### src/rtl/lcd_pat_pkg.sv
// Shared definitions for the LCD test-pattern stream generator: mode and state
// encodings, RGB444 field widths and the colour-bar palette.
package lcd_pat_pkg;

  localparam int R_W   = 4;
  localparam int G_W   = 4;
  localparam int B_W   = 4;
  localparam int RGB_W = R_W + G_W + B_W;

  typedef enum logic [1:0] {
    MODE_SOLID  = 2'd0,
    MODE_BARS   = 2'd1,
    MODE_CHECK  = 2'd2,
    MODE_SCROLL = 2'd3
  } pat_mode_e;

  typedef enum logic [1:0] {
    ST_IDLE   = 2'd0,
    ST_STREAM = 2'd1,
    ST_DONE   = 2'd2
  } pat_state_e;

  // Element [0] is the top band: red, green, blue, yellow, magenta, cyan, white, black.
  localparam logic [7:0][RGB_W-1:0] PALETTE = {
    12'h000, 12'hFFF, 12'h0FF, 12'hF0F,
    12'hFF0, 12'h00F, 12'h0F0, 12'hF00
  };

  function automatic logic [RGB_W-1:0] pal_lookup(input logic [2:0] idx);
    return PALETTE[idx];
  endfunction

endpackage

### src/rtl/lcd_pat_color.sv
// Combinational pixel colour for a given pattern mode and raster position.
// Define PATGEN_CROSSHAIR_EN to blank the crosshair row/column to black.
module lcd_pat_color
  import lcd_pat_pkg::*;
#(
  parameter int V_ACTIVE    = 160,
  parameter int BAR_ROWS    = 20,
  parameter int CHECK_SHIFT = 3,
  parameter int XH_COL      = 40,
  parameter int XH_ROW      = 80
) (
  input  logic [1:0]       mode,
  input  logic [7:0]       h,
  input  logic [7:0]       v,
  input  logic [7:0]       ofs,
  input  logic [RGB_W-1:0] bg,
  output logic [RGB_W-1:0] color
);

  localparam logic [8:0] V_SPAN = 9'(V_ACTIVE);

  // v + ofs never exceeds 2*V_ACTIVE + 95, so two conditional subtractions suffice.
  function automatic logic [7:0] wrap_row(input logic [8:0] sum);
    logic [8:0] r;
    r = sum;
    if (r >= V_SPAN) r = r - V_SPAN;
    if (r >= V_SPAN) r = r - V_SPAN;
    return r[7:0];
  endfunction

  // Band index by threshold compares instead of a divide by BAR_ROWS.
  function automatic logic [2:0] band_of(input logic [7:0] row);
    logic [2:0] idx;
    idx = '0;
    for (int k = 1; k < 8; k++) begin
      if ({1'b0, row} >= 9'(k * BAR_ROWS)) idx = 3'(k);
    end
    return idx;
  endfunction

  logic [7:0]       scroll_row;
  logic             cell_odd;
  logic [RGB_W-1:0] base;

  assign scroll_row = wrap_row({1'b0, v} + {1'b0, ofs});
  assign cell_odd   = h[CHECK_SHIFT] ^ v[CHECK_SHIFT];

  always_comb begin
    base = bg;
    case (pat_mode_e'(mode))
      MODE_SOLID:  base = bg;
      MODE_BARS:   base = pal_lookup(band_of(v));
      MODE_CHECK:  base = cell_odd ? ~bg : bg;
      MODE_SCROLL: base = pal_lookup(band_of(scroll_row));
      default:     base = bg;
    endcase
  end

`ifdef PATGEN_CROSSHAIR_EN
  assign color = ((h == 8'(XH_COL)) || (v == 8'(XH_ROW))) ? '0 : base;
`else
  logic unused_xh;
  assign unused_xh = ^{8'(XH_COL), 8'(XH_ROW)};
  assign color     = base;
`endif

endmodule

### src/rtl/lcd_pattern_stream_gen.sv
// One-frame RGB444 test-pattern source for the 80x160 SPI LCD, valid/ready
// stream with SOF/EOL/EOF markers. Optional overlay: PATGEN_CROSSHAIR_EN.
module lcd_pattern_stream_gen
  import lcd_pat_pkg::*;
#(
  parameter int H_ACTIVE    = 80,
  parameter int V_ACTIVE    = 160,
  parameter int BAR_ROWS    = 20,
  parameter int CHECK_SHIFT = 3,
  parameter int XH_COL      = 40,
  parameter int XH_ROW      = 80
) (
  input  logic             clk,
  input  logic             rst_n,
  input  logic             frame_req,
  input  logic [1:0]       mode,
  input  logic [RGB_W-1:0] bg_color,
  input  logic             pix_ready,
  output logic             pix_valid,
  output logic [RGB_W-1:0] pix_data,
  output logic             pix_sof,
  output logic             pix_eol,
  output logic             pix_eof,
  output logic [7:0]       h_cnt,
  output logic [7:0]       v_cnt,
  output logic [7:0]       frame_cnt,
  output logic             busy,
  output logic             frame_done
);

  localparam logic [7:0] H_LAST = 8'(H_ACTIVE - 1);
  localparam logic [7:0] V_LAST = 8'(V_ACTIVE - 1);

  pat_state_e       state;
  logic [1:0]       mode_q;
  logic [RGB_W-1:0] bg_q;
  logic [7:0]       ofs_q;

  logic             start;
  logic             fire;
  logic             last_pix;
  logic             load;
  logic [1:0]       mode_sel;
  logic [RGB_W-1:0] bg_sel;
  logic [7:0]       ofs_sel;
  logic [7:0]       h_nxt;
  logic [7:0]       v_nxt;
  logic [RGB_W-1:0] color_nxt;

  assign start    = (state == ST_IDLE) && frame_req;
  assign fire     = (state == ST_STREAM) && pix_valid && pix_ready;
  assign last_pix = (h_cnt == H_LAST) && (v_cnt == V_LAST);
  assign load     = start || (fire && !last_pix);

  // The first pixel is coloured from the live request inputs, later ones from the latched copy.
  always_comb begin
    mode_sel = mode_q;
    bg_sel   = bg_q;
    ofs_sel  = ofs_q;
    h_nxt    = h_cnt + 8'd1;
    v_nxt    = v_cnt;
    if (start) begin
      mode_sel = mode;
      bg_sel   = bg_color;
      ofs_sel  = frame_cnt;
      h_nxt    = '0;
      v_nxt    = '0;
    end else if (h_cnt == H_LAST) begin
      h_nxt = '0;
      v_nxt = v_cnt + 8'd1;
    end
  end

  lcd_pat_color #(
    .V_ACTIVE    (V_ACTIVE),
    .BAR_ROWS    (BAR_ROWS),
    .CHECK_SHIFT (CHECK_SHIFT),
    .XH_COL      (XH_COL),
    .XH_ROW      (XH_ROW)
  ) u_color (
    .mode  (mode_sel),
    .h     (h_nxt),
    .v     (v_nxt),
    .ofs   (ofs_sel),
    .bg    (bg_sel),
    .color (color_nxt)
  );

  // Output register stage: everything presented downstream is registered here.
  always_ff @(posedge clk) begin
    if (!rst_n) begin
      state      <= ST_IDLE;
      mode_q     <= '0;
      bg_q       <= '0;
      ofs_q      <= '0;
      pix_valid  <= 1'b0;
      pix_data   <= '0;
      pix_sof    <= 1'b0;
      pix_eol    <= 1'b0;
      pix_eof    <= 1'b0;
      h_cnt      <= '0;
      v_cnt      <= '0;
      frame_cnt  <= '0;
      busy       <= 1'b0;
      frame_done <= 1'b0;
    end else begin
      frame_done <= 1'b0;
      if (load) begin
        pix_valid <= 1'b1;
        busy      <= 1'b1;
        pix_data  <= color_nxt;
        h_cnt     <= h_nxt;
        v_cnt     <= v_nxt;
        pix_sof   <= (h_nxt == 8'd0) && (v_nxt == 8'd0);
        pix_eol   <= (h_nxt == H_LAST);
        pix_eof   <= (h_nxt == H_LAST) && (v_nxt == V_LAST);
      end
      case (state)
        ST_IDLE: begin
          if (frame_req) begin
            state  <= ST_STREAM;
            mode_q <= mode;
            bg_q   <= bg_color;
            ofs_q  <= frame_cnt;
          end
        end
        ST_STREAM: begin
          if (fire && last_pix) begin
            state      <= ST_DONE;
            pix_valid  <= 1'b0;
            pix_sof    <= 1'b0;
            pix_eol    <= 1'b0;
            pix_eof    <= 1'b0;
            busy       <= 1'b0;
            frame_done <= 1'b1;
            frame_cnt  <= frame_cnt + 8'd1;
          end
        end
        ST_DONE: state <= ST_IDLE;
        default: state <= ST_IDLE;
      endcase
    end
  end

endmodule

### config.mk
export PLATFORM = sky130hd
export DESIGN_NAME = lcd_pattern_stream_gen
export DESIGN_NICKNAME = d
export VERILOG_FILES = /design/src/rtl/lcd_pat_pkg.sv /design/src/rtl/lcd_pat_color.sv /design/src/rtl/lcd_pattern_stream_gen.sv
export SDC_FILE = /design/constraint.sdc
export NUM_CORES = 1
export LEC_CHECK = 0
export ABC_AREA = 1
export CELL_PAD_IN_SITES_DETAIL_PLACEMENT = 1
export CELL_PAD_IN_SITES_GLOBAL_PLACEMENT = 2
export CORE_MARGIN = 1
export CORE_UTILIZATION = 26
export CTS_CLUSTER_DIAMETER = 40
export CTS_CLUSTER_SIZE = 25
export DETAILED_ROUTE_END_ITERATION = 10
export PLACE_DENSITY = 0.74
export SYNTH_ARGS = -nofsm -noshare
export SYNTH_HDL_FRONTEND = slang
export SYNTH_SLANG_ARGS = --single-unit
### constraint.sdc
create_clock -name clk -period 15.3 [get_ports clk]
set_input_delay 2.295 -clock clk [delete_from_list [all_inputs] [get_ports clk]]
set_output_delay 2.295 -clock clk [all_outputs]
set_load 0.01 [all_outputs]
==> impl_metrics.py <==
metrics = {
    "floorplanning": {
        "rows": 46,
        "die_h_um": 131,
        "dieArea_mm2": 0.0172,
        "start_util_pct": 27.0,
        "fp.dieW_um": 131,
        "ios": 60,
        "core_mm2": 0.0161,
    },
    "clocking": {
        "cts_tree": "built",
        "cts_sinks": 66,
        "cts_resized": 0,
        "cts_setup_buffers": 0,
        "clock_latency_ns": 0.34,
        "clockBufferDepth": 2,
        "cts_root_buffer": "clkbuf_16",
        "hold_buffers": 0,
        "path_clk_slew_ns": 0.06,
        "htreeDepth": 3,
        "cts_buffers": 9,
    },
    "detailed_routing": {
        "post-route-drc-count": 0,
        "wl_per_cell_um": 15.2,
        "drt_wl_total_mm": 14.3,
        "drt_iter0_markers": 114,
        "drtAntennaViolNets": 0,
        "viasPerCell": 4.71,
        "drt_pass1_iterations": 4,
        "vias": 4416,
    },
    "synth": {
        "netlist_area_mm2": 0.00435,
        "synth_mux_area_share_pct": 1.84,
        "postSynth.asyncResetShare_pct": 0,
        "syn_area_per_cell_um2": 6.57,
        "synth_compound_area_share_pct": 14.8,
        "synth_cell_types": 45,
        "ys_seq_area_share_pct": 30.4,
        "ys.flop_type": "dfxtp_1",
        "synthSimpleGateAreaFrac_pct": 35.7,
        "synth_xor_area_share_pct": 3.63,
        "ys_warn_count": 0,
        "syn_nets": 693,
        "syn_inst": 662,
        "synth_top_family_by_area": "simple AND/OR/NAND/NOR gates",
        "ys_ff_latch": 66,
        "synth-edff-count": 0,
        "synth_fa_ha_area_share_pct": 3.91,
    },
    "timing": {
        "hold_viol": 0,
        "slew_violations": 0,
        "fin_skew_ns": 0.00664,
        "fmax_mhz": 139,
        "finalCritPeriodShare_pct": 47.1,
        "setup_tns_ns": 0,
        "tightest_slew_ns": 0.988,
        "fin_ws_ns": 8.09,
        "setup-violations-final": 0,
        "slew_headroom_pct": 34.1,
        "rsz0062_at_grt": "false",
        "period_minus_slack_ns": 7.21,
    },
    "grt": {
        "met2_usage_pct": 29.1,
        "track_usage_pct": 16.9,
        "grt_pass1_vias": 4514,
        "use_met3_pct": 2.58,
        "grt-ovfl-total": 0,
        "grt_busiest_layer": "met2",
        "grt_max_degree": 45,
        "grt.met1_usage_pct": 21.6,
        "grt_pass1_wl_mm": 23.1,
        "antenna_found_initial": 0,
    },
    "final_layout": {
        "seq_area_mm2": 0.00132,
        "antenna_cells": 0,
        "final_cells": 938,
        "fin_nets": 748,
        "area_growth_pct": 26.2,
        "finish.utilization_pct": 34.1,
        "drive_gt1_share_pct": 12.9,
        "final_common_cell": "nand2_1",
        "fillers": 2073,
        "final_cell_mix": "149 x nand2_1, 74 x inv_1, 69 x nor2_1",
        "multiInputGateArea_mm2": 0.00261,
    },
    "worst_setup_path": {
        "cp-end-kind": "flop",
        "endpoint": "pix_data[11]$_SDFFE_PN0N_",
        "worstPathRequired_ns": 15.49,
        "cp_max_fo": 32,
        "arrival_ns": 7.41,
        "crit_top_cell": "nand2_1",
        "crit_slowest_cell": "fa_1",
        "rr_endpoint": "pix_data[11]$_SDFFE_PN0N_",
        "slowest_delay_ns": 0.45,
        "critical_path.startpoint": "frame_req",
        "timing.rr.start": "h_cnt[0]$_SDFFE_PN0N_",
        "r2r_slack_ns": 10.07,
        "crit_type": "in2reg",
        "cp-start-kind": "primary input",
        "r2r_cells": 38,
    },
    "placement": {
        "dp_cells": 922,
        "hpwlAfterDp_mm": 10.7,
        "gp_congestion": 0.847,
        "place_ws_ns": 7.74,
        "io_buffers": 59,
    },
    "power": {
        "power_leakage_nw": 2.47,
        "pwr_density_cell_mw_per_mm2": 109,
        "peakVddDrop_mv": 0.0759,
    },
    "outcome": {
        "outcome": "complete, no violations",
    },
    "worst_hold_path": {
        "min_path_type": "reg2reg",
        "hold_path_startpoint": "pix_eol$_SDFF_PN0_",
    },
    "run": {
        "cap_violations": 0,
    },
}
-- per-layer routing --
metal,up-vias,routed length [um],share of wire (%)
met1,2111,6890,48
met3,11,318,2.2
met5,-,0,0
met2,56,6870,48
li1,2238,-,-
met4,0,178,1.2
-- per-stage QoR --
stage | cell area, um^2 | hold slack (ns) | power (W)
after floorplan | 4350 | 0.490 | 0.000323
final | 5490 | 0.472 | 0.000599
after global routing | 5490 | 0.493 | 0.000636
after global placement | 5160 | 0.457 | 0.000368
after CTS | 5490 | 0.478 | 0.000607
after detailed placement | 5160 | 0.470 | 0.000374
-- where the power goes --
part | internal [W] | switching (W) | total, W
clock network | 0.000147 | 0.0000822 | 0.000230
registers | 0.000182 | 0.00000510 | 0.000187
logic | 0.0000661 | 0.000116 | 0.000182
total | 0.000396 | 0.000203 | 0.000599
-- final cells by class --
class	instances	share of cell area, %
multi-input cells	486	47.5
clock buffers	10	4.35
flip-flops and latches	66	24.1
inverters	91	6.22
well taps	216	4.92
clock inverters	6	1.62
repair buffers	63	11.3
-- worst min path at each step --
stage	cells after the start	end	slack (ns)
finish	2	pix_eol$_SDFF_PN0_	0.47
floorplan	2	pix_eof$_SDFF_PN0_	0.49
CTS	2	pix_eol$_SDFF_PN0_	0.48
global placement	2	busy$_SDFF_PN0_	0.46
detailed placement	2	pix_eol$_SDFF_PN0_	0.47
global route	2	pix_data[9]$_SDFFE_PN0N_	0.49
-- Yosys cell counts (7+ instances only) --
cell type / n / share of area [%]
a21oi_2: 7 / 1.4
o21ai_0: 46 / 5.3
ha_1: 12 / 3.5
xor2_1: 9 / 1.8
a21oi_1: 43 / 4.9
dfxtp_1: 66 / 30
nand4_1: 12 / 1.7
o21ai_1: 7 / 0.81
nor3_1: 12 / 1.4
nor2_1: 69 / 6.0
mux2i_1: 8 / 1.8
nand3_2: 7 / 1.6
inv_1: 74 / 6.4
nand3_1: 35 / 4.0
clkbuf_1: 17 / 1.5
nand2_2: 13 / 1.9
nand2_1: 149 / 13
inv_2: 13 / 1.1
or2_2: 19 / 2.7
-- cell families (layout without fill, tap and decap cells) --
group / Yosys count / in the layout
adder cells (fa/ha/maj): 13 / 13
flip-flops: 66 / 66
multiplexers: 8 / 8
AND/OR/NAND/NOR: 336 / 336
buffers and inverters: 110 / 170
AO/OA/AOI/OAI: 114 / 114
XOR/XNOR: 15 / 15
-- worst max-delay path, delay by kind of cell --
kind	cells	cell delay [ns]
adder cells (fa/ha/maj)	3	0.88
AND/OR/NAND/NOR	22	2.10
AO/OA/AOI/OAI	3	0.32
buffers and inverters	10	1.57
XOR/XNOR	1	0.19
-- state kept, by name, summed over array words and instances (netlist names), 2 cells and up --
name       cells
bg_q          12
mode_q         2
v_cnt          8
pix_data      12
frame_cnt      8
state          2
ofs_q          8
h_cnt          8
Power figures use the tool's default switching activity.
